[config.mk]
export PLATFORM = sky130hd
export DESIGN_NAME = ot_accum_ctrl
export DESIGN_NICKNAME = d
export VERILOG_FILES = /design/src/rtl/ot_pkg.sv /design/src/rtl/ot_skid_buf.sv /design/src/rtl/ot_accum_ctrl.sv
export SDC_FILE = /design/constraint.sdc
export NUM_CORES = 1
export LEC_CHECK = 0
export BUFFER_PORTS_ARGS = -buffer_cell sky130_fd_sc_hd__buf_4
export CORE_MARGIN = 1.5
export CORE_UTILIZATION = 59
export CTS_CLUSTER_DIAMETER = 200
export CTS_CLUSTER_SIZE = 28
export DETAILED_ROUTE_END_ITERATION = 7
export HOLD_SLACK_MARGIN = 0.05
export PLACE_DENSITY_LB_ADDON = 0.2
export SLEW_MARGIN = 20
export SYNTH_ARGS = -nofsm -noshare
export SYNTH_HDL_FRONTEND = slang
export SYNTH_SLANG_ARGS = --single-unit
[constraint.sdc]
create_clock -name clk -period 10.9 [get_ports clk]
set_input_delay 2.18 -clock clk [delete_from_list [all_inputs] [get_ports clk]]
set_output_delay 2.18 -clock clk [all_outputs]
set_load 0.01 [all_outputs]
[src/rtl/ot_pkg.sv]
`default_nettype none
// +----------------------------------------------------------------------+
// | ot_pkg                                                               |
// | Shared constants, FSM encoding and saturating add for the output     |
// | tile SRAM controller.                                                |
// | Revision: 1.0                                                        |
// +----------------------------------------------------------------------+
package ot_pkg;

   localparam int WORDS = 3136;
   localparam int DW    = 26;
   localparam int AW    = $clog2(WORDS);

   typedef enum logic [2:0] {
      ST_IDLE   = 3'd0,
      ST_ACC_RD = 3'd1,
      ST_ACC_WR = 3'd2,
      ST_DRAIN  = 3'd3,
      ST_DONE   = 3'd4
   } state_t;

   // One extra sign bit catches overflow; clamp toward the overflowing sign.
   function automatic logic [DW-1:0] sat_add(input logic [DW-1:0] a, input logic [DW-1:0] b);
      logic [DW:0] s;
      s = {a[DW-1], a} + {b[DW-1], b};
      if (s[DW] != s[DW-1])
         return s[DW] ? {1'b1, {(DW-1){1'b0}}} : {1'b0, {(DW-1){1'b1}}};
      return s[DW-1:0];
   endfunction

endpackage
`default_nettype wire

[src/rtl/ot_skid_buf.sv]
`default_nettype none
// +----------------------------------------------------------------------+
// | ot_skid_buf                                                          |
// | Two-entry valid/ready FIFO with occupancy count for upstream gating. |
// | Revision: 1.0                                                        |
// +----------------------------------------------------------------------+
module ot_skid_buf #(
   parameter int W = 8
) (
   input  logic         clk,
   input  logic         rst_n,
   input  logic         in_valid,
   input  logic [W-1:0] in_data,
   output logic         out_valid,
   input  logic         out_ready,
   output logic [W-1:0] out_data,
   output logic [1:0]   count
);

   logic [W-1:0] r_mem [2];
   logic         r_wr_ptr;
   logic         r_rd_ptr;
   logic [1:0]   r_count;
   logic         w_pop;
   logic         w_push;

   assign w_pop  = out_valid & out_ready;
   assign w_push = in_valid & ((r_count != 2'd2) | w_pop);

   always_ff @(posedge clk or negedge rst_n) begin
      if (!rst_n) begin
         r_mem[0] <= '0;
         r_mem[1] <= '0;
         r_wr_ptr <= 1'b0;
         r_rd_ptr <= 1'b0;
         r_count  <= 2'd0;
      end else begin
         if (w_push) begin
            r_mem[r_wr_ptr] <= in_data;
            r_wr_ptr        <= ~r_wr_ptr;
         end
         if (w_pop)
            r_rd_ptr <= ~r_rd_ptr;
         case ({w_push, w_pop})
            2'b10:   r_count <= r_count + 2'd1;
            2'b01:   r_count <= r_count - 2'd1;
            default: r_count <= r_count;
         endcase
      end
   end

   assign out_valid = (r_count != 2'd0);
   assign out_data  = r_mem[r_rd_ptr];
   assign count     = r_count;

endmodule
`default_nettype wire

[src/rtl/ot_accum_ctrl.sv]
`default_nettype none
// +----------------------------------------------------------------------+
// | ot_accum_ctrl                                                        |
// | Output-tile SRAM sequencer: saturating psum accumulation, then an    |
// | in-order valid/ready drain of every word to writeback.               |
// | Revision: 1.0                                                        |
// +----------------------------------------------------------------------+
module ot_accum_ctrl
   import ot_pkg::*;
(
   input  logic          clk,
   input  logic          rst_n,
   input  logic          psum_valid,
   output logic          psum_ready,
   input  logic [AW-1:0] psum_addr,
   input  logic [DW-1:0] psum_data,
   input  logic          psum_first,
   input  logic          drain_start,
   output logic          out_valid,
   input  logic          out_ready,
   output logic [DW-1:0] out_data,
   output logic          out_last,
   output logic          busy,
   output logic          err_addr,
   output logic          sram_we,
   output logic [AW-1:0] sram_addr,
   output logic [DW-1:0] sram_din,
   input  logic [DW-1:0] sram_dout,
   output logic          sram_final_flag
);

   localparam logic [AW:0] c_words = (AW+1)'(WORDS);

   state_t        r_state;
   logic [AW-1:0] r_addr;
   logic [DW-1:0] r_data;
   logic [AW:0]   r_rp;
   logic          r_inflight;
   logic          r_inflight_last;
   logic          r_err;
   logic          r_final;

   logic          w_sk_valid;
   logic [DW:0]   w_sk_data;
   logic [1:0]    w_sk_count;
   logic          w_pop;
   logic          w_acc;
   logic          w_in_range;
   logic [2:0]    w_credit;
   logic          w_issue;

   assign psum_ready = rst_n && (r_state == ST_IDLE) && !drain_start;
   assign w_acc      = psum_valid && psum_ready;
   assign w_in_range = ({1'b0, psum_addr} < c_words);
   assign w_pop      = w_sk_valid && out_ready;

   // A word popped this cycle frees its slot in time for the read issued now.
   assign w_credit = 3'(w_sk_count) + 3'(r_inflight) - 3'(w_pop);
   assign w_issue  = (r_state == ST_DRAIN) && (r_rp < c_words) && (w_credit < 3'd2);

   always_comb begin
      sram_we   = 1'b0;
      sram_addr = '0;
      sram_din  = '0;
      if (rst_n) begin
         case (r_state)
            ST_IDLE: begin
               if (w_acc && w_in_range) begin
                  sram_addr = psum_addr;
                  if (psum_first) begin
                     sram_we  = 1'b1;
                     sram_din = psum_data;
                  end
               end
            end
            ST_ACC_RD: begin
               sram_we   = 1'b1;
               sram_addr = r_addr;
               sram_din  = sat_add(sram_dout, r_data);
            end
            ST_DRAIN: begin
               if (w_issue)
                  sram_addr = r_rp[AW-1:0];
            end
            default: ;
         endcase
      end
   end

   always_ff @(posedge clk or negedge rst_n) begin
      if (!rst_n) begin
         r_state         <= ST_IDLE;
         r_addr          <= '0;
         r_data          <= '0;
         r_rp            <= '0;
         r_inflight      <= 1'b0;
         r_inflight_last <= 1'b0;
         r_err           <= 1'b0;
         r_final         <= 1'b0;
      end else begin
         r_inflight      <= w_issue;
         r_inflight_last <= w_issue && (r_rp == c_words - 1'b1);
         case (r_state)
            ST_IDLE: begin
               if (drain_start) begin
                  r_state <= ST_DRAIN;
                  r_rp    <= '0;
                  r_final <= 1'b1;
               end else if (w_acc) begin
                  if (!w_in_range) begin
                     r_err <= 1'b1;
                  end else if (!psum_first) begin
                     r_addr  <= psum_addr;
                     r_data  <= psum_data;
                     r_state <= ST_ACC_RD;
                  end
               end
            end
            ST_ACC_RD: r_state <= ST_ACC_WR;
            ST_ACC_WR: r_state <= ST_IDLE;
            ST_DRAIN: begin
               if (w_issue)
                  r_rp <= r_rp + 1'b1;
               if ((r_rp == c_words) && !r_inflight && (w_sk_count == 2'd0)) begin
                  r_state <= ST_DONE;
                  r_final <= 1'b0;
               end
            end
            ST_DONE:   r_state <= ST_IDLE;
            default:   r_state <= ST_IDLE;
         endcase
      end
   end

   ot_skid_buf #(
      .W(DW + 1)
   ) u_skid (
      .clk       (clk),
      .rst_n     (rst_n),
      .in_valid  (r_inflight),
      .in_data   ({r_inflight_last, sram_dout}),
      .out_valid (w_sk_valid),
      .out_ready (out_ready),
      .out_data  (w_sk_data),
      .count     (w_sk_count)
   );

   assign out_valid       = w_sk_valid;
   assign out_data        = w_sk_data[DW-1:0];
   assign out_last        = w_sk_valid && w_sk_data[DW];
   assign busy            = (r_state != ST_IDLE) || (w_sk_count != 2'd0);
   assign err_addr        = r_err;
   assign sram_final_flag = r_final;

endmodule
`default_nettype wire

After elaboration in Yosys (flattened, before gate mapping). Cells that the tools add are included.

Bits in registers: 116. Input port bits: 70. Output and inout bits: 71. Logic and storage cells: 112.

$add $sub $neg: 6. Magnitude comparators: 6. Equality and inequality tests: 14. Multiplexer cells: 37. Bitwise operators: 10. Reduce and logical (&&, ||, !) cells: 26.

Operators with widths (count): 26-bit 2-to-1 mux (6); 27-bit 2-to-1 mux (4); 54-bit bitwise mux (1); 26-bit one-hot mux with 2 select lines (1); 12-bit 2-to-1 mux (3); 12-bit one-hot mux with 3 select lines (1); 26-bit by 26-bit adder with 27-bit output (1); 27-bit demux with 1-bit select (1); 13-bit by 12-bit == test with 1-bit output (second input constant) (2); 13-bit 2-to-1 mux (2); 13-bit one-hot mux with 2 select lines (1); 3-bit 2-to-1 mux (5); 13-bit by 1-bit adder with 13-bit output (second input constant) (1); 13-bit by 12-bit less-than comparator with 1-bit output (second input constant) (1); 1-bit logical AND (12); 12-bit less-than comparator (second input constant) (1); 3-bit != test (second input constant) (3); 3-bit one-hot mux with 3 select lines (1); 1-bit 2-to-1 mux (8); 4-bit AND reduction (2); 2-bit != test (second input constant) (3); 3-bit AND reduction (2); 2-bit nonzero test (3); 1-bit NOT (5); 24 further kinds (29).

Longest topological paths before layout. Gate-level depths: netlist of run 1.

Depth in word-level cells: 8. Mapped depth: 13. Mapped depth without buffers: 13.

Modules after synthesis. From an unflattened synthesis of run 1, not the netlist that was laid out.

Cells, all modules: 663. Area, all modules: 6979.2 µm².

By module, submodules not included: ot_accum_ctrl (times used 1, cells an instance 502, area each 4430.5 µm², seq. area each 1451.4 µm²); ot_skid_buf (times used 1, cells an instance 161, area each 2548.7 µm², seq. area each 1451.4 µm²).

Least setup slack after synthesis of run 1. No wires, ideal clock.

Path kind: input -> output. From: input sram_dout[0]. To: output sram_din[11]. Arrival time: 4644 ps. Slack: 4076 ps. Stages: 12. Cells stage by stage: ha_1 -> inv_1 -> fa_1 -> nand2b_1 -> a21o_1 -> a211oi_2 -> o21ai_2 -> o211a_2 -> xnor2_2 -> buf_6 -> o2111ai_1 -> a21oi_1.

Cells in the longest elaborated chain, start to end: 8. Elaborated cells on any way between the ends: 10. Classes of those cells: 1 x add/sub; 1 x eq/ne; 8 x mux.

RTL lines: start, declared (RTL line ot_accum_ctrl.sv:28) `input logic [DW-1:0] sram_dout,`; 26-bit by 26-bit adder with 27-bit output (*) (RTL line ot_pkg.sv:25) `s = {a[DW-1], a} + {b[DW-1], b};`; 1-bit != test (RTL line ot_pkg.sv:26) `if (s[DW] != s[DW-1])`; 1-bit 2-to-1 mux (RTL line ot_pkg.sv:26); 1-bit 2-to-1 mux (RTL line ot_accum_ctrl.sv:66) `case (r_state)`; 1-bit 2-to-1 mux (RTL line ot_accum_ctrl.sv:65) `if (rst_n) begin`; 26-bit 2-to-1 mux (*) (RTL line ot_pkg.sv:28) `return s[DW-1:0];`; 26-bit one-hot mux with 2 select lines (*) (RTL line ot_accum_ctrl.sv:66); 26-bit 2-to-1 mux (*) (RTL line ot_accum_ctrl.sv:65); end, declared (RTL line ot_accum_ctrl.sv:27) `output logic [DW-1:0] sram_din,`.

Every way passes the cells marked *; elsewhere a longest branch is shown, timed or not. The select of a mux whose other input is x is not followed.

Worst setup path after layout of run 1.
From: input sram_dout[15]. To: output sram_din[23].

The elaborated chain is that of the path after synthesis.

==> results_dict.tcl, run 1 <==
set metrics [dict create \
    synth.net_count 791 \
    grt_start_max_net_pins 70 \
    met3_usage_pct 6.102 \
    worst-path-max-fanout 23 \
    ios 141 \
    grt_use_met1_pct 39.90 \
    critical_path_cell_count 11 \
    power_per_cell_area_nw_per_um2 210.5 \
    timing.critical_path.mode_cell "sky130_fd_sc_hd__buf_4" \
    setup_violations 0 \
    met2_track_usage_gr_pct 53.25 \
    vias 6164 \
    timing.final.max_slew_violations 0 \
    critical_path.startpoint_type "input port" \
    via_per_inst 6.335 \
    reg2reg_to "r_rp[8]$_DFFE_PN0P_" \
    dp.final_hpwl_um 13170 \
    utilization_of_the_core_after_routing_pct 76.54 \
    maximum_clock_frequency_mhz 127.8 \
    critical_path.n_buffers_inverters 2 \
    critPathCapture "sram_din[23]" \
    ys_seq_area_share_pct 40.97 \
    grtUsageTotal_pct 31.57 \
    worst_setup_hold_path_clk_slew_ns 0.05 \
    yosys.area.top_type "sky130_fd_sc_hd__dfrtp_1" \
    timing.clock.skew_ns 0.009028 \
    drtPass1Iterations 8 \
    route.detailed.wl_per_inst_um 20.13 \
    r2r-start "u_skid.count[1]$_DFFE_PN0P_" \
    fin_nets 919 \
    length_in_cells_of_the_worst_reg_to_reg_path 13 \
    numPortBuffers 140 \
    cts-htree-levels 4 \
    regToRegSetupSlack_ns 7.13 \
    most_used_dff_post_synth "sky130_fd_sc_hd__dfrtp_1" \
    cells_taking_the_most_area_after_synthesis "sky130_fd_sc_hd__dfrtp_1 (41%), sky130_fd_sc_hd__mux2_2 (18%), sky130_fd_sc_hd__ha_1 (5.3%), sky130_fd_sc_hd__nand2_1 (3.5%), sky130_fd_sc_hd__a21oi_1 (3.4%)" \
    detailedRoute.firstIterationViolations 573 \
    avgSynthCellArea_um2 10.28 \
    antenna_violating_nets_post_route 0 \
    netlist_area_um2 7086 \
    globalRouteOverflowTotal 0 \
    leakage_nw 4.067 \
    yosys-top-cells-count "sky130_fd_sc_hd__dfrtp_1 (116), sky130_fd_sc_hd__mux2_2 (116), sky130_fd_sc_hd__nand2_1 (67), sky130_fd_sc_hd__nor2_1 (51), sky130_fd_sc_hd__a21oi_1 (48)" \
    clockPowerShare_pct 31.9 \
    max-clock-path-buffers 2 \
    worst_setup_path_end_kind "primary output" \
    slew_headroom_pct 25.52 \
    synthArstFlopShare_pct 100.0 \
    netlist-cell-type-count 61 \
    required_ns 8.72 \
    switching_power_w 0.0005637 \
    worst_skew_pair.late_latency_ns 0.41 \
    totalNegativeSetupSlack_ns 0 \
    cts-buffers-inserted 17 \
    hp_class "reg2reg" \
    netlist.area_leader.share_pct 40.97 \
    tritoncts "yes" \
    worst_ep_arrival_time_ns 5.64 \
    die_h_um 112.6 \
    synth-seq-cells 116 \
    grt_first_pass_wirelength_um 31650 \
    yosys_warns 0 \
    grt.busiest_layer "met2" \
    worst_path_max_delay_cell "sky130_fd_sc_hd__nand3_1" \
    clkSinkCount 116 \
    std_cell_rows 39 \
    timing.critical_path.cells "buf_4 -> ha_1 -> a21oi_1 -> nor2_1 -> a211oi_1 -> a2bb2oi_1 -> o211a_2 -> nand3_1 -> and4b_1 -> a22o_1 -> buf_4" \
    core-area_um2 11560 \
    post_cts_resize_count 0 \
    vdd_ir_drop_max_v 0.0001425 \
    remaining_drc_errors 0 \
    final-hold-violation-count 0 \
    tightest_slew_ns 1.115 \
    initial_utilization_pct 61.27 \
    final_layout_size_suffix_gt1_share_pct 36.63 \
    intPower_w 0.001299 \
    status "completed" \
    syn_inst 689 \
    finalWirelength_um 19590 \
    p_seq_share_pct 33.6 \
    comb_power_share_pct 34.6 \
    gpl.final_weighted_congestion 0.9704 \
    timing.critical_path.max_delay_family "simple AND/OR/NAND/NOR gates" \
    areaGrowthSynthToFinish_pct 24.93 \
    die-area_um2 12680 \
    antenna_cells 0 \
    crit_type "in2out" \
    min_period_ns 7.824 \
    fin_crit_sh_pct 71.78 \
    cts.root.buffer_cell "sky130_fd_sc_hd__clkbuf_16" \
    rsz0062_at_grt "no" \
    cap_viol_max_count 0 \
    grt_pass1_vias 6381 \
    ctsHoldBuffers 0 \
    grt_antenna_before_repair 0 \
    critical_path.max_stage_delay_ns 0.77 \
    die_width_um 112.6 \
    post-cts-setup-buffers 0 \
    synth_enable_flop_cells 0 \
    power_switching_share_pct 30.26 \
    startpoint "sram_dout[15]" \
]
-- state kept, by name, indices dropped and copies added (netlist names), 2 cells and up --
name and cells:
r_addr 12, r_data 26, r_rp 13, r_state 3, u_skid.count 2, u_skid.r_mem 54
-- cells by family (layout without fill, tap and decap cells) --
family,count (synthesis),in the layout,synth area share (%)
AOI/OAI and AO/OA,158,158,15.63
DFF,116,116,40.97
and+or+nand+nor,177,177,11.34
xor gates and xnor gates,34,34,4.309
adders and majority gates,32,32,5.863
buffers and inverters,53,194,3.037
muxes,119,119,18.86
-- area by class of cell --
| type | instances | area, um^2 |
|---|---|---|
| tap | 143 | 178.9 |
| fill | 782 | 2713 |
| multi-input combinational | 520 | 3983 |
| sequential | 116 | 2903 |
| clock buffer | 23 | 478.0 |
| inverter | 15 | 56.30 |
| clock inverter | 9 | 150.1 |
| timing repair buffer | 147 | 1104 |
-- worst reg2reg max path: cells and delay by family, from the launching register on --
family | cells | cell delay [ns]
simple gates | 8 | 1.93
fa+ha+maj | 2 | 0.71
flops | 1 | 0.46
buf+inv | 1 | 0.28
xor+xnor | 1 | 0.16
compound gates | 1 | 0.14
-- metrics by stage --
step	setup WS, ns	power, W	hold slack (ns)	instance area (um^2)	instances
5_1_grt	2.977	0.001947	0.5161	8852	973
6_report	3.076	0.001863	0.5009	8852	973
3_3_place_gp	3.155	0.001237	0.4586	8217	941
2_1_floorplan	4.076	0.001012	0.4444	7086	689
4_1_cts	2.999	0.001868	0.5034	8851	973
3_5_place_dp	2.982	0.001269	0.4887	8223	941
-- cells in the final DEF, fill, tap and decap left out, types with 12 or more instances in the layout --
cell type / n
sky130_fd_sc_hd__buf_4: 147
sky130_fd_sc_hd__mux2_2: 116
sky130_fd_sc_hd__dfrtp_1: 116
sky130_fd_sc_hd__nand2_1: 67
sky130_fd_sc_hd__nor2_1: 50
sky130_fd_sc_hd__a21oi_1: 48
sky130_fd_sc_hd__ha_1: 30
sky130_fd_sc_hd__xnor2_1: 22
sky130_fd_sc_hd__o21ai_0: 20
sky130_fd_sc_hd__o2111ai_1: 19
sky130_fd_sc_hd__clkbuf_16: 17
sky130_fd_sc_hd__inv_1: 15
sky130_fd_sc_hd__nor3_1: 13
sky130_fd_sc_hd__a222oi_1: 12
-- worst min-delay path by stage --
stage                                             from                           end  slack, ns  depth (start not counted)
after floorplan            u_skid.r_mem[1]$_DFFE_PN0P_   u_skid.r_mem[1]$_DFFE_PN0P_       0.44                          2
after global placement     u_skid.r_mem[1]$_DFFE_PN0P_   u_skid.r_mem[1]$_DFFE_PN0P_       0.46                          2
after detailed placement          err_addr$_DFFE_PN0P_          err_addr$_DFFE_PN0P_       0.49                          2
after CTS                 u_skid.r_mem[21]$_DFFE_PN0P_  u_skid.r_mem[21]$_DFFE_PN0P_       0.50                          1
after global routing      u_skid.r_mem[27]$_DFFE_PN0P_  u_skid.r_mem[27]$_DFFE_PN0P_       0.52                          1
final                     u_skid.r_mem[43]$_DFFE_PN0P_  u_skid.r_mem[43]$_DFFE_PN0P_       0.50                          1
-- power groups by stage --
stage	logic, W	registers (W)	clock network (W)
after floorplan	0.000411	0.000602	0
after global placement	0.000621	0.000616	0
after detailed placement	0.000640	0.000628	0
after CTS	0.000647	0.000623	0.000598
after global routing	0.000693	0.000639	0.000615
final	0.000644	0.000625	0.000594
-- layer usage --
metal | vias to the layer above | routed length [um]
met5 | - | 0
met4 | 0 | 513
met3 | 43 | 1474
met2 | 333 | 9673
met1 | 2980 | 7929
li1 | 2808 | -
No activity file was read; power rests on OpenSTA's default activity.
==> inputs of run 2 (changes only) <==
--- a/config.mk
+++ b/config.mk
@@ -5,9 +5,10 @@
 export SDC_FILE = /design/constraint.sdc
 export NUM_CORES = 1
 export LEC_CHECK = 0
+export ABC_AREA = 1
 export BUFFER_PORTS_ARGS = -buffer_cell sky130_fd_sc_hd__buf_4
 export CORE_MARGIN = 1.5
-export CORE_UTILIZATION = 59
+export CORE_UTILIZATION = 57
 export CTS_CLUSTER_DIAMETER = 200
 export CTS_CLUSTER_SIZE = 28
 export DETAILED_ROUTE_END_ITERATION = 7
==> constraint.sdc (replaced) <==
create_clock -name clk -period 7.8 [get_ports clk]
set_input_delay 1.56 -clock clk [delete_from_list [all_inputs] [get_ports clk]]
set_output_delay 1.56 -clock clk [all_outputs]
set_load 0.01 [all_outputs]
==> results_dict.tcl, run 2 <==
set metrics [dict create \
    status "completed" \
    max-clock-path-buffers 2 \
    layout_setup_ws_ns 2.111 \
    detailedRoute.firstIterationViolations 644 \
    reg2reg_to "r_rp[7]$_DFFE_PN0P_" \
    netlist_area_um2 7792 \
    critical_path.max_stage_delay_ns 0.49 \
    critical_path.startpoint_type "input port" \
    core-area_um2 13300 \
    mostFrequentLayoutCells "sky130_fd_sc_hd__nand2_1 (361), sky130_fd_sc_hd__buf_4 (144), sky130_fd_sc_hd__inv_1 (132)" \
    synth-seq-cells 116 \
    cts-htree-levels 4 \
    worst_setup_hold_path_clk_slew_ns 0.05 \
    netlist-cell-type-count 42 \
    cell_with_the_most_instances_after_synthesis "sky130_fd_sc_hd__nand2_1" \
    ctsHoldBuffers 0 \
    vias 7455 \
    register_with_the_highest_flop_count "u_skid.r_mem" \
    vdd_ir_drop_max_v 0.0001580 \
    antenna_cells 0 \
    timing.critical_path.mode_cell "sky130_fd_sc_hd__inv_1" \
    largest_register_ffs 54 \
    finalWirelength_um 21460 \
    die_width_um 119.9 \
    worst_ep_arrival_time_ns 4.13 \
    areaGrowthSynthToFinish_pct 21.79 \
    grtUsageTotal_pct 31.11 \
    place_worst_setup_slack_ns 2.161 \
    synth.net_count 1166 \
    final-hold-violation-count 0 \
    critical_path.n_buffers_inverters 5 \
    route.detailed.wl_per_inst_um 15.55 \
    die_h_um 119.9 \
    most_used_dff_post_synth "sky130_fd_sc_hd__dfrtp_1" \
    std_cell_rows 42 \
    post-cts-setup-buffers 0 \
    syn_inst 1064 \
    yosys_warns 0 \
    min_period_ns 5.689 \
    length_in_cells_of_the_worst_reg_to_reg_path 13 \
    fin_crit_sh_pct 72.94 \
    synth_enable_flop_cells 0 \
    initial_utilization_pct 58.61 \
    rsz0062_at_grt "no" \
    required_ns 6.24 \
    hold_path_startpoint "err_addr$_DFFE_PN0P_" \
    largest_registers_in_the_final_layout "u_skid.r_mem (54), r_data (26), r_rp (13)" \
    totalNegativeSetupSlack_ns 0 \
    power_per_cell_area_nw_per_um2 379.7 \
    r2r-start "u_skid.count[1]$_DFFE_PN0P_" \
    worst-path-max-fanout 14 \
    grt_first_pass_wirelength_um 34890 \
    min_delay_path_depth 1 \
    mostFrequentLayoutCell "sky130_fd_sc_hd__nand2_1" \
    crit_type "in2out" \
    grt_start_max_net_pins 70 \
    antenna_violating_nets_post_route 0 \
    synthArstFlopShare_pct 100.0 \
    via_per_inst 5.402 \
    post_cts_resize_count 0 \
    cts-buffers-inserted 17 \
    die-area_um2 14380 \
    cells_taking_the_most_area_after_synthesis "sky130_fd_sc_hd__dfrtp_1 (37%), sky130_fd_sc_hd__nand2_1 (17%), sky130_fd_sc_hd__inv_1 (6.4%), sky130_fd_sc_hd__o21ai_0 (5.2%), sky130_fd_sc_hd__ha_1 (4.8%)" \
    timing.clock.skew_ns 0.008357 \
    maximum_clock_frequency_mhz 175.8 \
    ys_seq_area_share_pct 37.25 \
    slew_headroom_pct 25.57 \
    setup_violations 0 \
    grt_antenna_before_repair 0 \
    cap_viol_max_count 0 \
    worst_skew_pair.late_latency_ns 0.42 \
    globalRouteOverflowTotal 0 \
    leakage_nw 5.022 \
    yosys-top-cells-count "sky130_fd_sc_hd__nand2_1 (362), sky130_fd_sc_hd__inv_1 (132), sky130_fd_sc_hd__dfrtp_1 (116), sky130_fd_sc_hd__o21ai_0 (81), sky130_fd_sc_hd__nor2_1 (56)" \
    tightest_slew_ns 1.112 \
    dp.final_hpwl_um 15380 \
    drtPass1Iterations 5 \
    netlist.area_leader.share_pct 37.25 \
    numPortBuffers 140 \
    grt_pass1_vias 7019 \
    whs_endpoint "err_addr$_DFFE_PN0P_" \
    ios 141 \
    timing.critical_path.max_delay_family "simple AND/OR/NAND/NOR gates" \
    regToRegSetupSlack_ns 4.06 \
    fin_nets 1293 \
    remaining_drc_errors 0 \
    hp_class "reg2reg" \
    tritoncts "yes" \
    final_layout_size_suffix_gt1_share_pct 21.76 \
    gpl.final_weighted_congestion 0.9770 \
    timing.critical_path.cells "buf_4 -> inv_1 -> nor2_1 -> ha_1 -> or2_2 -> fa_1 -> a21boi_1 -> nand3_2 -> inv_1 -> nand2_1 -> o211ai_1 -> nand2_1 -> inv_1 -> buf_4" \
    clkSinkCount 116 \
    worst_setup_path_end_kind "primary output" \
    yosys.area.top_type "sky130_fd_sc_hd__dfrtp_1" \
    cts.root.buffer_cell "sky130_fd_sc_hd__clkbuf_16" \
    utilization_of_the_core_after_routing_pct 71.38 \
    timing.final.max_slew_violations 0 \
    worst_path_max_delay_cell "sky130_fd_sc_hd__fa_1" \
    avgSynthCellArea_um2 7.324 \
]
## run 2: cell types whose count changed in the layout (fill, tap and decap cells not counted), sizes merged, moves of 12 or more
cell     previous run  this run
o2111ai            19         0
a21oi              48        64
o21ai              23        81
a222oi             12         0
xnor2              23        10
mux2              116        25
nand3               8        56
nand2              67       377
inv                15       136
## run 2: how the worst max path moves through the flow
stage / startpoint / endpoint / cells after the start
6_report: out_ready / sram_addr[8] / 14
5_1_grt: sram_dout[21] / sram_din[20] / 14
2_1_floorplan: out_ready / sram_addr[10] / 11
4_1_cts: out_ready / sram_addr[8] / 14
3_5_place_dp: out_ready / sram_addr[8] / 14
3_3_place_gp: out_ready / sram_addr[8] / 14
## run 2: layout make-up
type / count / area [um^2]
Clock buffer: 23 / 478.0
Clock inverter: 9 / 102.6
Fill cell: 1141 / 3805
Inverter: 137 / 514.2
Multi-Input combinational cell: 775 / 4192
Sequential cell: 116 / 2903
Tap cell: 176 / 220.2
Timing Repair Buffer: 144 / 1081
## run 2: per-stage QoR
step,area (um^2),total power (W),hold slack (ns),cells
6_report,9490,0.003604,0.4782,1380
5_1_grt,9490,0.003888,0.4990,1380
4_1_cts,9485,0.003600,0.4762,1380
3_5_place_dp,8905,0.002815,0.4649,1348
3_3_place_gp,8905,0.002790,0.4507,1348
2_1_floorplan,7792,0.002282,0.4336,1064
## run 2: report_power, final
group	internal, W	switching, W
clock network	0.000492	0.000271
logic	0.000735	0.00113
registers	0.000838	0.000133
## run 2: worst register-to-register path: cells and delay by family (launching register included)
family,cells,cell delay (ns)
compound gates,3,0.64
fa+ha+maj,2,0.79
flops,1,0.43
simple gates,8,1.77
## run 2: kinds of logic (layout without fill, tap and decap cells)
group | after synthesis | after routing | synth area share (%)
simple gates | 528 | 528 | 29.24
buf+inv | 173 | 313 | 9.056
compound gates | 170 | 170 | 13.26
flops | 116 | 116 | 37.25
fa+ha+maj | 32 | 32 | 5.331
mux | 25 | 25 | 3.613
xor+xnor | 20 | 20 | 2.248
## run 2: metal layers
layer  global-route usage, %  up-vias  routed length, um
met5                       0        -                  0
met4                   8.408        0                342
met3                   7.510       29               1335
met2                   47.68      225               9825
met1                   44.14     3531               9959
li1                        -     3670                  -
==> inputs of run 3 (changes only) <==
--- a/config.mk
+++ b/config.mk
@@ -8,7 +8,7 @@
 export ABC_AREA = 1
 export BUFFER_PORTS_ARGS = -buffer_cell sky130_fd_sc_hd__buf_4
 export CORE_MARGIN = 1.5
-export CORE_UTILIZATION = 57
+export CORE_UTILIZATION = 52
 export CTS_CLUSTER_DIAMETER = 200
 export CTS_CLUSTER_SIZE = 28
 export DETAILED_ROUTE_END_ITERATION = 7
==> constraint.sdc (replaced) <==
create_clock -name clk -period 4.92 [get_ports clk]
set_input_delay 0.984 -clock clk [delete_from_list [all_inputs] [get_ports clk]]
set_output_delay 0.984 -clock clk [all_outputs]
set_load 0.01 [all_outputs]
==> results_dict.tcl, run 3 (synthesis results as in run 2) <==
set metrics [dict create \
    ctsHoldBuffers 0 \
    mostFrequentLayoutCell "sky130_fd_sc_hd__nand2_1" \
    cap_viol_max_count 0 \
    intPower_w 0.003347 \
    power_switching_share_pct 42.32 \
    worst_setup_path_end_kind "primary output" \
    power_per_cell_area_nw_per_um2 606.0 \
    rsz0062_at_grt "no" \
    final_layout_size_suffix_gt1_share_pct 22.25 \
    worst_path_max_delay_cell "sky130_fd_sc_hd__fa_1" \
    slew_headroom_pct 40.27 \
    required_ns 3.94 \
    finalWirelength_um 21250 \
    die-area_um2 15730 \
    met3WireLength_um 1169 \
    drtPass1Iterations 5 \
    largest_register_ffs 54 \
    globalRouteOverflowTotal 0 \
    status "completed" \
    timing.clock.skew_ns 0.008039 \
    die_h_um 125.4 \
    worst_ep_arrival_time_ns 3.51 \
    cts-htree-levels 4 \
    worst-path-max-fanout 14 \
    totalNegativeSetupSlack_ns 0 \
    vias 7382 \
    numPortBuffers 140 \
    max-clock-path-buffers 2 \
    clockPowerShare_pct 22.4 \
    register_with_the_highest_flop_count "u_skid.r_mem" \
    setup_violations 0 \
    worst_setup_hold_path_clk_slew_ns 0.05 \
    fin_crit_sh_pct 91.25 \
    highest_metal_used "met4" \
    std_cell_rows 44 \
    gpl.final_weighted_congestion 0.9672 \
    worst_skew_pair.late_latency_ns 0.42 \
    die_width_um 125.4 \
    dp.final_hpwl_um 15610 \
    critical_path.max_stage_delay_ns 0.49 \
    vdd_ir_drop_max_v 0.0003200 \
    tightest_slew_ns 0.8960 \
    p_seq_share_pct 26.5 \
    antenna_violating_nets_post_route 0 \
    critical_path.n_buffers_inverters 4 \
    grt_antenna_before_repair 0 \
    cts-buffers-inserted 17 \
    tritoncts "yes" \
    initial_utilization_pct 53.41 \
    leakage_nw 5.053 \
    clkSinkCount 116 \
    timing.final.max_slew_violations 0 \
    core-area_um2 14590 \
    post_cts_resize_count 0 \
    final-hold-violation-count 0 \
    m1WireLength_um 10240 \
    grt_first_pass_wirelength_um 34730 \
    largest_registers_in_the_final_layout "u_skid.r_mem (54), r_data (26), r_rp (13)" \
    via_per_inst 5.299 \
    ios 141 \
    min_period_ns 4.489 \
    crit_type "in2out" \
    grt_pass1_vias 7015 \
    wl_met2_um 9476 \
    remaining_drc_errors 0 \
    cts.root.buffer_cell "sky130_fd_sc_hd__clkbuf_16" \
    comb_power_share_pct 51.1 \
    antenna_cells 0 \
    utilization_of_the_core_after_routing_pct 65.62 \
    detailedRoute.firstIterationViolations 601 \
    areaGrowthSynthToFinish_pct 22.85 \
    grtUsageTotal_pct 27.68 \
    switching_power_w 0.002455 \
    grt_start_max_net_pins 70 \
    route.detailed.wl_per_inst_um 15.25 \
    fin_nets 1298 \
    mostFrequentLayoutCells "sky130_fd_sc_hd__nand2_1 (361), sky130_fd_sc_hd__buf_4 (149), sky130_fd_sc_hd__inv_1 (132)" \
    final.fill_count 1324 \
    hp_class "reg2reg" \
    post-cts-setup-buffers 0 \
    timing.critical_path.cells "buf_4 -> inv_1 -> nor2_1 -> ha_1 -> or2_2 -> fa_1 -> a21boi_1 -> nand3_2 -> o221ai_1 -> nand2_1 -> inv_1 -> buf_4" \
    maximum_clock_frequency_mhz 222.8 \
    timing.critical_path.max_delay_family "simple AND/OR/NAND/NOR gates" \
    critical_path.startpoint_type "input port" \
]
run 3: final cells by class:
type                       instances  area, um^2  area share, %
inverter                         137       514.2          5.372
sequential                       116        2903          30.32
multi-input combinational        775        4187          43.73
clock inverter                    11       150.1          1.568
timing repair buffer             149        1119          11.68
clock buffer                      21       470.5          4.914
tap                              184       230.2          2.405
run 3: power groups by stage:
| stage | registers (W) | clock network [W] | logic, W |
|---|---|---|---|
| 6_report | 0.00154 | 0.00130 | 0.00297 |
| 4_1_cts | 0.00153 | 0.00131 | 0.00296 |
| 3_5_place_dp | 0.00154 | 0 | 0.00293 |
| 5_1_grt | 0.00158 | 0.00136 | 0.00331 |
| 3_3_place_gp | 0.00153 | 0 | 0.00289 |
| 2_1_floorplan | 0.00150 | 0 | 0.00212 |
run 3: worst paths after layout:
kind | depth (start not counted) | startpoint | slack [ns] | to
worst min-delay path | 1 | err_addr$_DFFE_PN0P_ | 0.47 | err_addr$_DFFE_PN0P_
worst min register to register | 1 | err_addr$_DFFE_PN0P_ | 0.47 | err_addr$_DFFE_PN0P_
min in group asynchronous | 2 | rst_n | 0.77 | r_addr[9]$_DFFE_PN0P_
worst max register to register | 13 | u_skid.count[1]$_DFFE_PN0P_ | 1.28 | r_rp[7]$_DFFE_PN0P_
max in group asynchronous | 3 | rst_n | 2.78 | u_skid.r_mem[51]$_DFFE_PN0P_
worst max-delay path | 12 | out_ready | 0.43 | sram_addr[3]
run 3: layer usage:
| layer | up-vias | GRT usage [%] |
|---|---|---|
| met4 | 0 | 8.088 |
| met5 | - | 0 |
| met2 | 233 | 42.53 |
| li1 | 3664 | - |
| met3 | 35 | 5.392 |
| met1 | 3450 | 39.84 |
run 3: per-stage QoR:
| stage | total power [W] | instance area (um^2) | setup slack [ns] | hold slack [ns] | instances |
|---|---|---|---|---|---|
| detailed placement | 0.004477 | 8952 | 0.4776 | 0.4562 | 1361 |
| floorplan | 0.003618 | 7792 | 0.8568 | 0.4336 | 1064 |
| finish | 0.005802 | 9573 | 0.4307 | 0.4659 | 1393 |
| CTS | 0.005796 | 9573 | 0.4289 | 0.4680 | 1393 |
| global route | 0.006261 | 9573 | 0.2077 | 0.5052 | 1393 |
| global placement | 0.004421 | 8952 | 0.4942 | 0.4492 | 1361 |
